File: config.mk
export PLATFORM = sky130hd
export DESIGN_NAME = ascon_phase_ctrl_flat
export DESIGN_NICKNAME = d
export VERILOG_FILES = /design/src/rtl/ascon_phase_ctrl_if.sv /design/src/rtl/ascon_phase_ctrl.sv /design/src/flat_wrapper.sv
export SDC_FILE = /design/constraint.sdc
export NUM_CORES = 1
export LEC_CHECK = 0
export ABC_AREA = 1
export ABC_CLOCK_PERIOD_IN_PS = 3100
export BUFFER_PORTS_ARGS = -buffer_cell sky130_fd_sc_hd__buf_2
export CAP_MARGIN = 10
export CORE_UTILIZATION = 40
export CTS_BUF_LIST = sky130_fd_sc_hd__clkbuf_4 sky130_fd_sc_hd__clkbuf_8
export CTS_CLUSTER_SIZE = 40
export DETAILED_ROUTE_END_ITERATION = 16
export SLEW_MARGIN = 20
export SYNTH_ARGS = -nofsm -noshare
export SYNTH_HDL_FRONTEND = slang
export SYNTH_SLANG_ARGS = --single-unit
File: constraint.sdc
create_clock -name clk -period 3.1 [get_ports clk]
set_input_delay 0.465 -clock clk [delete_from_list [all_inputs] [get_ports clk]]
set_output_delay 0.465 -clock clk [all_outputs]
set_load 0.02 [all_outputs]
File: src/rtl/ascon_phase_ctrl_if.sv
`default_nettype none
// +----------------------------------------------------------------------------+
// | Module      : ascon_phase_ctrl_if                                          |
// | Description : Handshake bundle between the Ascon phase sequencer, its      |
// |               host, the permutation core and the datapath strobes.         |
// |               The abort signal exists only when ASCON_ABORT_EN is defined. |
// | Revision    : 1.0  initial release                                         |
// +----------------------------------------------------------------------------+
interface ascon_phase_ctrl_if;
  logic       start;
  logic [7:0] ad_blocks;
  logic [7:0] pt_blocks;
  logic       perm_ready;
`ifdef ASCON_ABORT_EN
  logic       abort;
`endif
  logic       perm_start;
  logic [3:0] perm_rounds;
  logic [2:0] phase;
  logic [7:0] blk_idx;
  logic       load_key;
  logic       absorb_ad;
  logic       absorb_pt;
  logic       dom_sep;
  logic       tag_valid;
  logic       busy;

  // Host / permutation-core side
  modport master (
`ifdef ASCON_ABORT_EN
    output abort,
`endif
    output start, ad_blocks, pt_blocks, perm_ready,
    input  perm_start, perm_rounds, phase, blk_idx,
    input  load_key, absorb_ad, absorb_pt, dom_sep, tag_valid, busy
  );

  // Sequencer side
  modport slave (
`ifdef ASCON_ABORT_EN
    input  abort,
`endif
    input  start, ad_blocks, pt_blocks, perm_ready,
    output perm_start, perm_rounds, phase, blk_idx,
    output load_key, absorb_ad, absorb_pt, dom_sep, tag_valid, busy
  );
endinterface
`default_nettype wire

File: src/rtl/ascon_phase_ctrl.sv
`default_nettype none
// +----------------------------------------------------------------------------+
// | Module      : ascon_phase_ctrl                                             |
// | Description : Phase sequencer for one Ascon encryption: INIT, AD blocks,   |
// |               PT blocks, FINAL and TAG. Launches the permutation core with |
// |               the proper round count and emits one-cycle datapath strobes. |
// |               All outputs are registered. Optional ASCON_ABORT_EN adds an  |
// |               abort input that drops any active operation back to IDLE.    |
// | Revision    : 1.0  initial release                                         |
// +----------------------------------------------------------------------------+
module ascon_phase_ctrl #(
  parameter int A = 12,  // rounds for initialization / finalization
  parameter int B = 6    // rounds for intermediate AD / PT permutations
) (
  input  wire logic          clk,
  input  wire logic          rst,
  ascon_phase_ctrl_if.slave  bus
);

  typedef enum logic [2:0] {
    S_IDLE  = 3'd0,
    S_INIT  = 3'd1,
    S_AD    = 3'd2,
    S_PT    = 3'd3,
    S_FINAL = 3'd4,
    S_TAG   = 3'd5
  } phase_t;

  localparam logic [3:0] C_ROUNDS_A = 4'(A);
  localparam logic [3:0] C_ROUNDS_B = 4'(B);

  phase_t     r_phase,       w_phase;
  logic [7:0] r_blk_idx,     w_blk_idx;
  logic [7:0] r_ad_cnt,      w_ad_cnt;
  logic [7:0] r_pt_cnt,      w_pt_cnt;
  logic       r_pending,     w_pending;
  logic       r_perm_start,  w_perm_start;
  logic [3:0] r_perm_rounds, w_perm_rounds;
  logic       r_load_key,    w_load_key;
  logic       r_absorb_ad,   w_absorb_ad;
  logic       r_absorb_pt,   w_absorb_pt;
  logic       r_dom_sep,     w_dom_sep;
  logic       r_tag_valid,   w_tag_valid;
  logic       r_busy,        w_busy;
  logic       w_enter_pt;
  logic       w_present_pt;
  logic       w_done;

  // perm_ready only counts as completion while a launch is outstanding
  assign w_done = bus.perm_ready && r_pending;

  // Next-state and next-output computation; every output is re-registered
  always_comb begin
    w_phase       = r_phase;
    w_blk_idx     = r_blk_idx;
    w_ad_cnt      = r_ad_cnt;
    w_pt_cnt      = r_pt_cnt;
    w_pending     = r_pending;
    w_perm_start  = 1'b0;
    w_perm_rounds = 4'd0;
    w_load_key    = 1'b0;
    w_absorb_ad   = 1'b0;
    w_absorb_pt   = 1'b0;
    w_dom_sep     = 1'b0;
    w_tag_valid   = 1'b0;
    w_busy        = 1'b0;
    w_enter_pt    = 1'b0;
    w_present_pt  = 1'b0;

    case (r_phase)
      S_IDLE: begin
        if (bus.start) begin
          w_phase       = S_INIT;
          w_ad_cnt      = bus.ad_blocks;
          // An empty plaintext still needs one (padded) block
          w_pt_cnt      = (bus.pt_blocks == 8'd0) ? 8'd1 : bus.pt_blocks;
          w_blk_idx     = 8'd0;
          w_load_key    = 1'b1;
          w_perm_start  = 1'b1;
          w_perm_rounds = C_ROUNDS_A;
          w_pending     = 1'b1;
        end
      end

      S_INIT: begin
        if (w_done) begin
          w_pending = 1'b0;
          w_blk_idx = 8'd0;
          if (r_ad_cnt != 8'd0) begin
            w_phase       = S_AD;
            w_absorb_ad   = 1'b1;
            w_perm_start  = 1'b1;
            w_perm_rounds = C_ROUNDS_B;
            w_pending     = 1'b1;
          end else begin
            w_enter_pt = 1'b1;
          end
        end
      end

      S_AD: begin
        if (w_done) begin
          w_pending = 1'b0;
          if (r_blk_idx < (r_ad_cnt - 8'd1)) begin
            w_blk_idx     = r_blk_idx + 8'd1;
            w_absorb_ad   = 1'b1;
            w_perm_start  = 1'b1;
            w_perm_rounds = C_ROUNDS_B;
            w_pending     = 1'b1;
          end else begin
            w_blk_idx  = 8'd0;
            w_enter_pt = 1'b1;
          end
        end
      end

      S_PT: begin
        if (r_pending) begin
          // Non-last block in flight: advance once its permutation completes
          if (bus.perm_ready) begin
            w_pending    = 1'b0;
            w_blk_idx    = r_blk_idx + 8'd1;
            w_present_pt = 1'b1;
          end
        end else begin
          // Last block was absorbed without a permutation: finalize now
          w_phase       = S_FINAL;
          w_blk_idx     = 8'd0;
          w_load_key    = 1'b1;
          w_perm_start  = 1'b1;
          w_perm_rounds = C_ROUNDS_A;
          w_pending     = 1'b1;
        end
      end

      S_FINAL: begin
        if (w_done) begin
          w_pending   = 1'b0;
          w_phase     = S_TAG;
          w_tag_valid = 1'b1;
        end
      end

      S_TAG: begin
        w_phase = S_IDLE;
      end

      default: begin
        w_phase   = S_IDLE;
        w_pending = 1'b0;
        w_blk_idx = 8'd0;
      end
    endcase

    // First PT block is presented together with the domain separation bit
    if (w_enter_pt) begin
      w_phase      = S_PT;
      w_dom_sep    = 1'b1;
      w_present_pt = 1'b1;
    end

    // Presenting a PT block: only non-last blocks are followed by a permutation
    if (w_present_pt) begin
      w_absorb_pt = 1'b1;
      if (w_blk_idx < (r_pt_cnt - 8'd1)) begin
        w_perm_start  = 1'b1;
        w_perm_rounds = C_ROUNDS_B;
        w_pending     = 1'b1;
      end
    end

    w_busy = (w_phase != S_IDLE);

`ifdef ASCON_ABORT_EN
    // Abort discards everything, including any outstanding permutation
    if (bus.abort && (r_phase != S_IDLE)) begin
      w_phase       = S_IDLE;
      w_blk_idx     = 8'd0;
      w_ad_cnt      = 8'd0;
      w_pt_cnt      = 8'd0;
      w_pending     = 1'b0;
      w_perm_start  = 1'b0;
      w_perm_rounds = 4'd0;
      w_load_key    = 1'b0;
      w_absorb_ad   = 1'b0;
      w_absorb_pt   = 1'b0;
      w_dom_sep     = 1'b0;
      w_tag_valid   = 1'b0;
      w_busy        = 1'b0;
    end
`endif
  end

  // State and output registers; reset wins over every input
  always_ff @(posedge clk) begin
    if (rst) begin
      r_phase       <= S_IDLE;
      r_blk_idx     <= 8'd0;
      r_ad_cnt      <= 8'd0;
      r_pt_cnt      <= 8'd0;
      r_pending     <= 1'b0;
      r_perm_start  <= 1'b0;
      r_perm_rounds <= 4'd0;
      r_load_key    <= 1'b0;
      r_absorb_ad   <= 1'b0;
      r_absorb_pt   <= 1'b0;
      r_dom_sep     <= 1'b0;
      r_tag_valid   <= 1'b0;
      r_busy        <= 1'b0;
    end else begin
      r_phase       <= w_phase;
      r_blk_idx     <= w_blk_idx;
      r_ad_cnt      <= w_ad_cnt;
      r_pt_cnt      <= w_pt_cnt;
      r_pending     <= w_pending;
      r_perm_start  <= w_perm_start;
      r_perm_rounds <= w_perm_rounds;
      r_load_key    <= w_load_key;
      r_absorb_ad   <= w_absorb_ad;
      r_absorb_pt   <= w_absorb_pt;
      r_dom_sep     <= w_dom_sep;
      r_tag_valid   <= w_tag_valid;
      r_busy        <= w_busy;
    end
  end

  assign bus.phase       = r_phase;
  assign bus.blk_idx     = r_blk_idx;
  assign bus.perm_start  = r_perm_start;
  assign bus.perm_rounds = r_perm_rounds;
  assign bus.load_key    = r_load_key;
  assign bus.absorb_ad   = r_absorb_ad;
  assign bus.absorb_pt   = r_absorb_pt;
  assign bus.dom_sep     = r_dom_sep;
  assign bus.tag_valid   = r_tag_valid;
  assign bus.busy        = r_busy;

endmodule
`default_nettype wire

File: src/flat_wrapper.sv
// flat-port wrapper written by rule: the top's interface ports become plain ports
module ascon_phase_ctrl_flat 
#(
  parameter int A = 12,                                             
  parameter int B = 6                                                   
)
  (clk, rst, bus_start, bus_ad_blocks, bus_pt_blocks, bus_perm_ready, bus_perm_start, bus_perm_rounds, bus_phase, bus_blk_idx, bus_load_key, bus_absorb_ad, bus_absorb_pt, bus_dom_sep, bus_tag_valid, bus_busy);
  ascon_phase_ctrl_if bus_i ();
  input  wire logic clk;
  input  wire logic rst;
  input wire logic [$bits(bus_i.start)-1:0] bus_start;
  input wire logic [$bits(bus_i.ad_blocks)-1:0] bus_ad_blocks;
  input wire logic [$bits(bus_i.pt_blocks)-1:0] bus_pt_blocks;
  input wire logic [$bits(bus_i.perm_ready)-1:0] bus_perm_ready;
  output wire logic [$bits(bus_i.perm_start)-1:0] bus_perm_start;
  output wire logic [$bits(bus_i.perm_rounds)-1:0] bus_perm_rounds;
  output wire logic [$bits(bus_i.phase)-1:0] bus_phase;
  output wire logic [$bits(bus_i.blk_idx)-1:0] bus_blk_idx;
  output wire logic [$bits(bus_i.load_key)-1:0] bus_load_key;
  output wire logic [$bits(bus_i.absorb_ad)-1:0] bus_absorb_ad;
  output wire logic [$bits(bus_i.absorb_pt)-1:0] bus_absorb_pt;
  output wire logic [$bits(bus_i.dom_sep)-1:0] bus_dom_sep;
  output wire logic [$bits(bus_i.tag_valid)-1:0] bus_tag_valid;
  output wire logic [$bits(bus_i.busy)-1:0] bus_busy;
  assign bus_i.start = bus_start;
  assign bus_i.ad_blocks = bus_ad_blocks;
  assign bus_i.pt_blocks = bus_pt_blocks;
  assign bus_i.perm_ready = bus_perm_ready;
  assign bus_perm_start = bus_i.perm_start;
  assign bus_perm_rounds = bus_i.perm_rounds;
  assign bus_phase = bus_i.phase;
  assign bus_blk_idx = bus_i.blk_idx;
  assign bus_load_key = bus_i.load_key;
  assign bus_absorb_ad = bus_i.absorb_ad;
  assign bus_absorb_pt = bus_i.absorb_pt;
  assign bus_dom_sep = bus_i.dom_sep;
  assign bus_tag_valid = bus_i.tag_valid;
  assign bus_busy = bus_i.busy;
  ascon_phase_ctrl #(.A(A), .B(B)) u_core (.clk(clk), .rst(rst), .bus(bus_i));
endmodule
== Word level (Yosys, flattened, before mapping) ==
Index checks and enable logic that the tools add are counted.
Word-level totals
  flip-flop bits (word level): 39
  word-level logic and storage cells: 88
Cells by class
  mux-type cells: 56
  reductions and logical operators: 8
  bitwise logic cells: 1
  $add $sub $neg: 3
  magnitude comparators: 2
  equal/unequal tests: 5
Operator list (count)
  8-bit two-way mux: 7
  8-bit one-hot mux with 5 select lines: 1
  1-bit two-way mux: 27
  3-bit two-way mux: 8
  4-bit two-way mux: 6
  8-bit < comparator: 2
  4-bit one-hot mux with 4 select lines: 1
  8-bit by 1-bit subtractor with 8-bit output (second input constant): 2
  3-bit one-hot mux with 5 select lines: 1
  8-bit by 1-bit adder with 8-bit output (second input constant): 1
  8-bit logical NOT: 1
  8-bit nonzero test: 1
  3-bit by 2-bit equality test with 1-bit output (second input constant): 2
  3-bit equality test (second input constant): 2
  1-bit one-hot mux with 2 select lines: 3
  1-bit one-hot mux with 6 select lines: 1
  1-bit one-hot mux with 4 select lines: 1
  2-bit OR reduction: 2
  3-bit by 1-bit equality test with 1-bit output (second input constant): 1
  3-bit logical NOT: 1
  3-bit nonzero test: 1
  2-bit AND reduction: 1
  1-bit logical AND: 1
  1-bit NOT: 1

== Longest topological paths before layout ==
  depth after elaboration: 8
  gate-level depth with buffers: 23
  mapped depth without buffers: 23

== Worst setup path before layout ==
Ideal clock, no wire load.
  path kind: reg-to-reg
  from: register u_core.r_ad_cnt[2]
  to: register u_core.r_perm_rounds[1], in the netlist u_core.bus.perm_rounds[1]
  data required time: 3.032 ns
  data arrival time: 2.700 ns
  clock period less this slack: 2.768 ns
  path slack: 0.332 ns
  stages on the path, launching flop included: 20
  cells stage by stage: dfxtp_1 > nor2_1 > nand4_1 > nor3_1 > xor2_1 > ha_1 > a21oi_1 > o21a_1 > nand2_1 > nor2_1 > inv_2 > nand2_1 > nand4_1 > nand2_1 > ha_1 > a21oi_1 > o21ai_0 > nor2_4 > nand2_2 > a21oi_2
Between the ends
  longest elaborated chain between the ends: 8
RTL lines
  start, declared: RTL line ascon_phase_ctrl.sv:34  | logic [7:0] r_ad_cnt, w_ad_cnt;
  start signal, assigned: RTL line ascon_phase_ctrl.sv:213  | r_ad_cnt <= w_ad_cnt;
  8-bit by 1-bit subtractor with 8-bit output: RTL line ascon_phase_ctrl.sv:104  | if (r_blk_idx < (r_ad_cnt - 8'd1)) begin
  8-bit < comparator: RTL line ascon_phase_ctrl.sv:104
  8-bit two-way mux: RTL line ascon_phase_ctrl.sv:104
  8-bit two-way mux: RTL line ascon_phase_ctrl.sv:102  | if (w_done) begin
  8-bit one-hot mux with 5 select lines: RTL line ascon_phase_ctrl.sv:70  | case (r_phase)
  net u_core.w_blk_idx[5]: RTL line ascon_phase_ctrl.sv:33  | logic [7:0] r_blk_idx, w_blk_idx;
  8-bit < comparator: RTL line ascon_phase_ctrl.sv:165  | if (w_blk_idx < (r_pt_cnt - 8'd1)) begin
  4-bit two-way mux: RTL line ascon_phase_ctrl.sv:165
  4-bit two-way mux: RTL line ascon_phase_ctrl.sv:163  | if (w_present_pt) begin
  end signal, assigned: RTL line ascon_phase_ctrl.sv:217  | r_perm_rounds <= w_perm_rounds;
  end, declared: RTL line ascon_phase_ctrl.sv:38  | logic [3:0] r_perm_rounds, w_perm_rounds;
The timed path passes the listed nets, and every way through them passes these cells.
A chain may end at the register's enable or synchronous reset.

== Final worst setup path ==
Same ends and word-level chain as after synthesis.

==> summary.md <==
| Metric | Value |
|---|---|
| WP data required | 3.33 ns |
| Final Slew Violations | 0 |
| Clock root buffer | clkbuf_8 |
| Total global-route track usage | 0.183 |
| Die Height | 76.6 um |
| Critical path endpoint category | flip-flop |
| Distinct cell type count after synthesis | 31 |
| Gpl congestion | 0.845 |
| Post-DP HPWL | 3720 um |
| Per-cell routed wire length | 11.7 um |
| Vias | 2087 |
| Global-route wire length before repair | 8410 um |
| Total negative setup slack | 0 ns |
| RSZ-0062 raised after global routing | yes |
| Remaining antenna violation count | 0 |
| CP Class | reg -> reg |
| Status | complete, no violations |
| Fmax | 348 MHz |
| Worst path max stage delay | 0.36 ns |
| Worst Setup Start Kind | flip-flop |
| Crit-path cells | nor2_4, nand4_1, nor3_2, xor2_1, ha_1, a21oi_2, o21a_1, nand2_1, nor2_2, inv_2, nand2_4, nand4_1, nand2_2, ha_4, a21oi_2, o21ai_2, nor2_4, nand2_4, a21oi_2 |
| Clock-pin transition on the worst setup and hold timing paths | 0.07 ns |
| Share of layout cells above drive strength 1 | 0.250 |
| Worst Tran Pin Value | 0.698 ns |
| Starting density of the core | 0.425 |
| Cell area after synthesis | 0.00223 mm2 |
| CTS tree | done |
| Tcrit/Tclk final | 0.926 |
| Synthesized area per cell | 7.09 um2 |
| VDD IR-drop max | 0.267 mV |
| # H-tree levels | 2 |
| Max-cap viol count | 0 |
| Static Leak | 1.29 nW |
| Power Dens Cells | 449 mW/mm2 |
| Via/cell ratio | 4.90 |
| Mux cell area share after synthesis | 0 |
| Core Rows | 26 |
| Final hold viol count | 0 |
| Register area share after synthesis | 0.333 |
| IO buf count | 40 |
| Die Area | 0.00587 mm2 |
| Critical path arrival | 3.10 ns |
| Antenna violations before repair | 0 |
| Final setup viols | 0 |
| Antenna fix cells | 0 |
| Min-Delay Path Class | in -> reg |
| Largest family of logic cells by synthesized area | simple AND/OR/NAND/NOR gates |
| # DRC | 0 |
| Total gr overflow | 0 |
| Final wirelength | 4990 um |
| DIE WIDTH | 76.6 um |
| Total CTS buffers | 5 |
| Post-Synth XOR/XNOR Area | 0.0472 |
| CP max stage cell | dfxtp_4 |
| Crit-path max FO | 5 |
| Tmin final | 2.87 ns |
| Largest net degree at the start of global routing | 38 |
| Clock Tree Buf Depth | 2 |
| Fin Clk Skew | 0.00579 ns |
| Ys Warns | 0 |
| Final WS setup | 0.231 ns |
| Worst hold slack | 0.415 ns |
| Drt first pass iters | 4 |
| Post-synthesis simple-gate area fraction | 0.285 |
| Yosys reg bits | 37 |
| Slew headroom | 0.535 |
| Post-Synth Adder-Cell Area | 0.101 |
| Iter 0 DRT Violations | 76 |
| Synth Instances | 314 |
| Layout area overhead | 20.6% |
| Worst skew pair latency | 0.29 ns |
| Sink Count | 37 |
| Design Power | 1.21 mW |
| Post-Syn Nets | 352 |
| Most common cell on crit path | a21oi_2 |
| Io pins | 42 |
| Final #Nets | 394 |
| Dpl ws | 0.0254 ns |
| Post-CTS Hold Fix Bufs | 0 |
| Core area | 0.00524 mm2 |
| Vias in the first global route | 1883 |
| Compound-Gate Fraction of Synth Area | 0.144 |
-- path summary, 6_finish.rpt --
check	start	to	slack [ns]	cells past startpoint
min	bus_ad_blocks[5]	u_core.r_ad_cnt[5]	0.41	3
max	u_core.r_ad_cnt[2]	u_core.bus.perm_rounds[1]	0.23	19
min reg2reg	u_core.r_pt_cnt[7]	u_core.r_pt_cnt[7]	0.49	2
max reg2reg	u_core.r_ad_cnt[2]	u_core.bus.perm_rounds[1]	0.23	19
-- what timing repair did --
| item | CTS | global route |
|---|---|---|
| pin swaps | 0 | 17 |
| buffers inserted | 0 | 3 |
| gates resized for setup | 1 | 23 |
| setup endpoints to repair | 1 | 3 |
-- cell usage after synthesis (all sizes together) --
cell type,count,area [um2]
xnor2,3,26.3
buf,4,22.5
o22ai,1,6.26
conb,1,3.75
nand4,10,62.6
a21oi,26,141
ha,18,225
nor4,2,12.5
dfxtp,37,741
inv,39,146
o21a,2,15.0
clkbuf,5,18.8
o21ai,7,35.0
nor2,40,170
a211oi,13,97.6
nand3,10,55.1
nor3,9,45.0
a21o,1,7.51
clkinv,2,7.51
xor2,9,78.8
nand2,72,290
a31oi,3,18.8
-- cell type report --
| class | instances | area (um2) |
|---|---|---|
| fillers | 537 | 2550 |
| clock buffers | 7 | 90.1 |
| inverters | 41 | 154 |
| well taps | 70 | 87.6 |
| flip-flops and latches | 37 | 744 |
| repair buffers | 44 | 230 |
| multi-input cells | 227 | 1380 |
-- worst max-delay path, delay by kind of cell (launching register included) --
kind                       cells  cell delay, ns
AOI/OAI and AO/OA              5            0.58
xor gates and xnor gates       1            0.19
adders and majority gates      2            0.48
buffers and inverters          1            0.07
DFF                            1            0.36
and+or+nand+nor               10            1.11
-- cell usage in the layout, fill, tap and decap left out --
cell / netlist / final
o22ai_1: 1 / 1
a21oi_2: 3 / 7
nor4_1: 2 / 2
inv_1: 34 / 33
ha_4: 0 / 2
nand2_1: 66 / 60
dfxtp_4: 0 / 1
o21ai_1: 1 / 1
a211oi_1: 13 / 13
nand4_1: 10 / 10
a21o_1: 1 / 1
buf_2: 0 / 40
ha_1: 18 / 16
nor2_1: 36 / 34
a31oi_1: 3 / 3
conb_1: 1 / 1
nor3_2: 0 / 1
nand2_4: 1 / 3
dfxtp_1: 37 / 36
nor3_1: 9 / 8
clkbuf_8: 0 / 6
o21ai_2: 0 / 1
nand2_2: 5 / 9
o21a_1: 2 / 2
clkinv_1: 2 / 2
nor2_4: 2 / 3
xnor2_1: 3 / 3
nor2_2: 2 / 3
xor2_1: 9 / 9
nand3_1: 9 / 8
o21ai_0: 6 / 5
a21oi_1: 23 / 19
nand3_2: 1 / 2
buf_4: 2 / 4
clkbuf_4: 0 / 1
inv_2: 5 / 6
-- sequential cells by signal, summed over array words and instances, names as in the netlist --
| name | count |
|---|---|
| u_core.bus.busy | 1 |
| u_core.bus.absorb_pt | 1 |
| u_core.bus.load_key | 1 |
| u_core.r_pt_cnt | 8 |
| u_core.bus.absorb_ad | 1 |
| u_core.r_pending | 1 |
| u_core.bus.dom_sep | 1 |
| u_core.bus.perm_rounds | 3 |
| u_core.bus.phase | 3 |
| u_core.r_ad_cnt | 8 |
| u_core.bus.tag_valid | 1 |
| u_core.bus.blk_idx | 8 |
-- per-layer routing --
metal  vias to the layer above  global-route usage  share of wire  wire (um)
met2                        49               0.296           0.45       2260
met3                        10              0.0371          0.042        209
met1                       907               0.229           0.48       2410
met4                         0              0.0942          0.022        108
met5                         -                   0              0          0
li1                       1121                   -              -          -
-- where the power goes --
| group | total, mW | switching (mW) | internal, mW | leakage (nW) |
|---|---|---|---|---|
| combinational | 0.329 | 0.201 | 0.128 | 0.939 |
| clock | 0.348 | 0.163 | 0.185 | 0.0477 |
| sequential | 0.530 | 0.0229 | 0.507 | 0.304 |
| total | 1.21 | 0.388 | 0.819 | 1.29 |
-- cells by family (layout without fill, tap and decap cells) --
| family | Yosys count | after routing |
|---|---|---|
| AOI/OAI and AO/OA | 53 | 53 |
| DFF | 37 | 37 |
| and+or+nand+nor | 143 | 143 |
| buffers and inverters | 50 | 92 |
| xor gates and xnor gates | 12 | 12 |
| adders and majority gates | 18 | 18 |
| other | 1 | 1 |
-- stage by stage --
stage                     instances  utilization  instance area [um2]
final                           426        0.513                 2690
after global routing            426        0.513                 2690
after CTS                       423        0.492                 2580
after detailed placement        416        0.474                 2480
after global placement          416        0.474                 2480
after floorplan                 314            -                 2230
(Power assumes the default switching activity.)
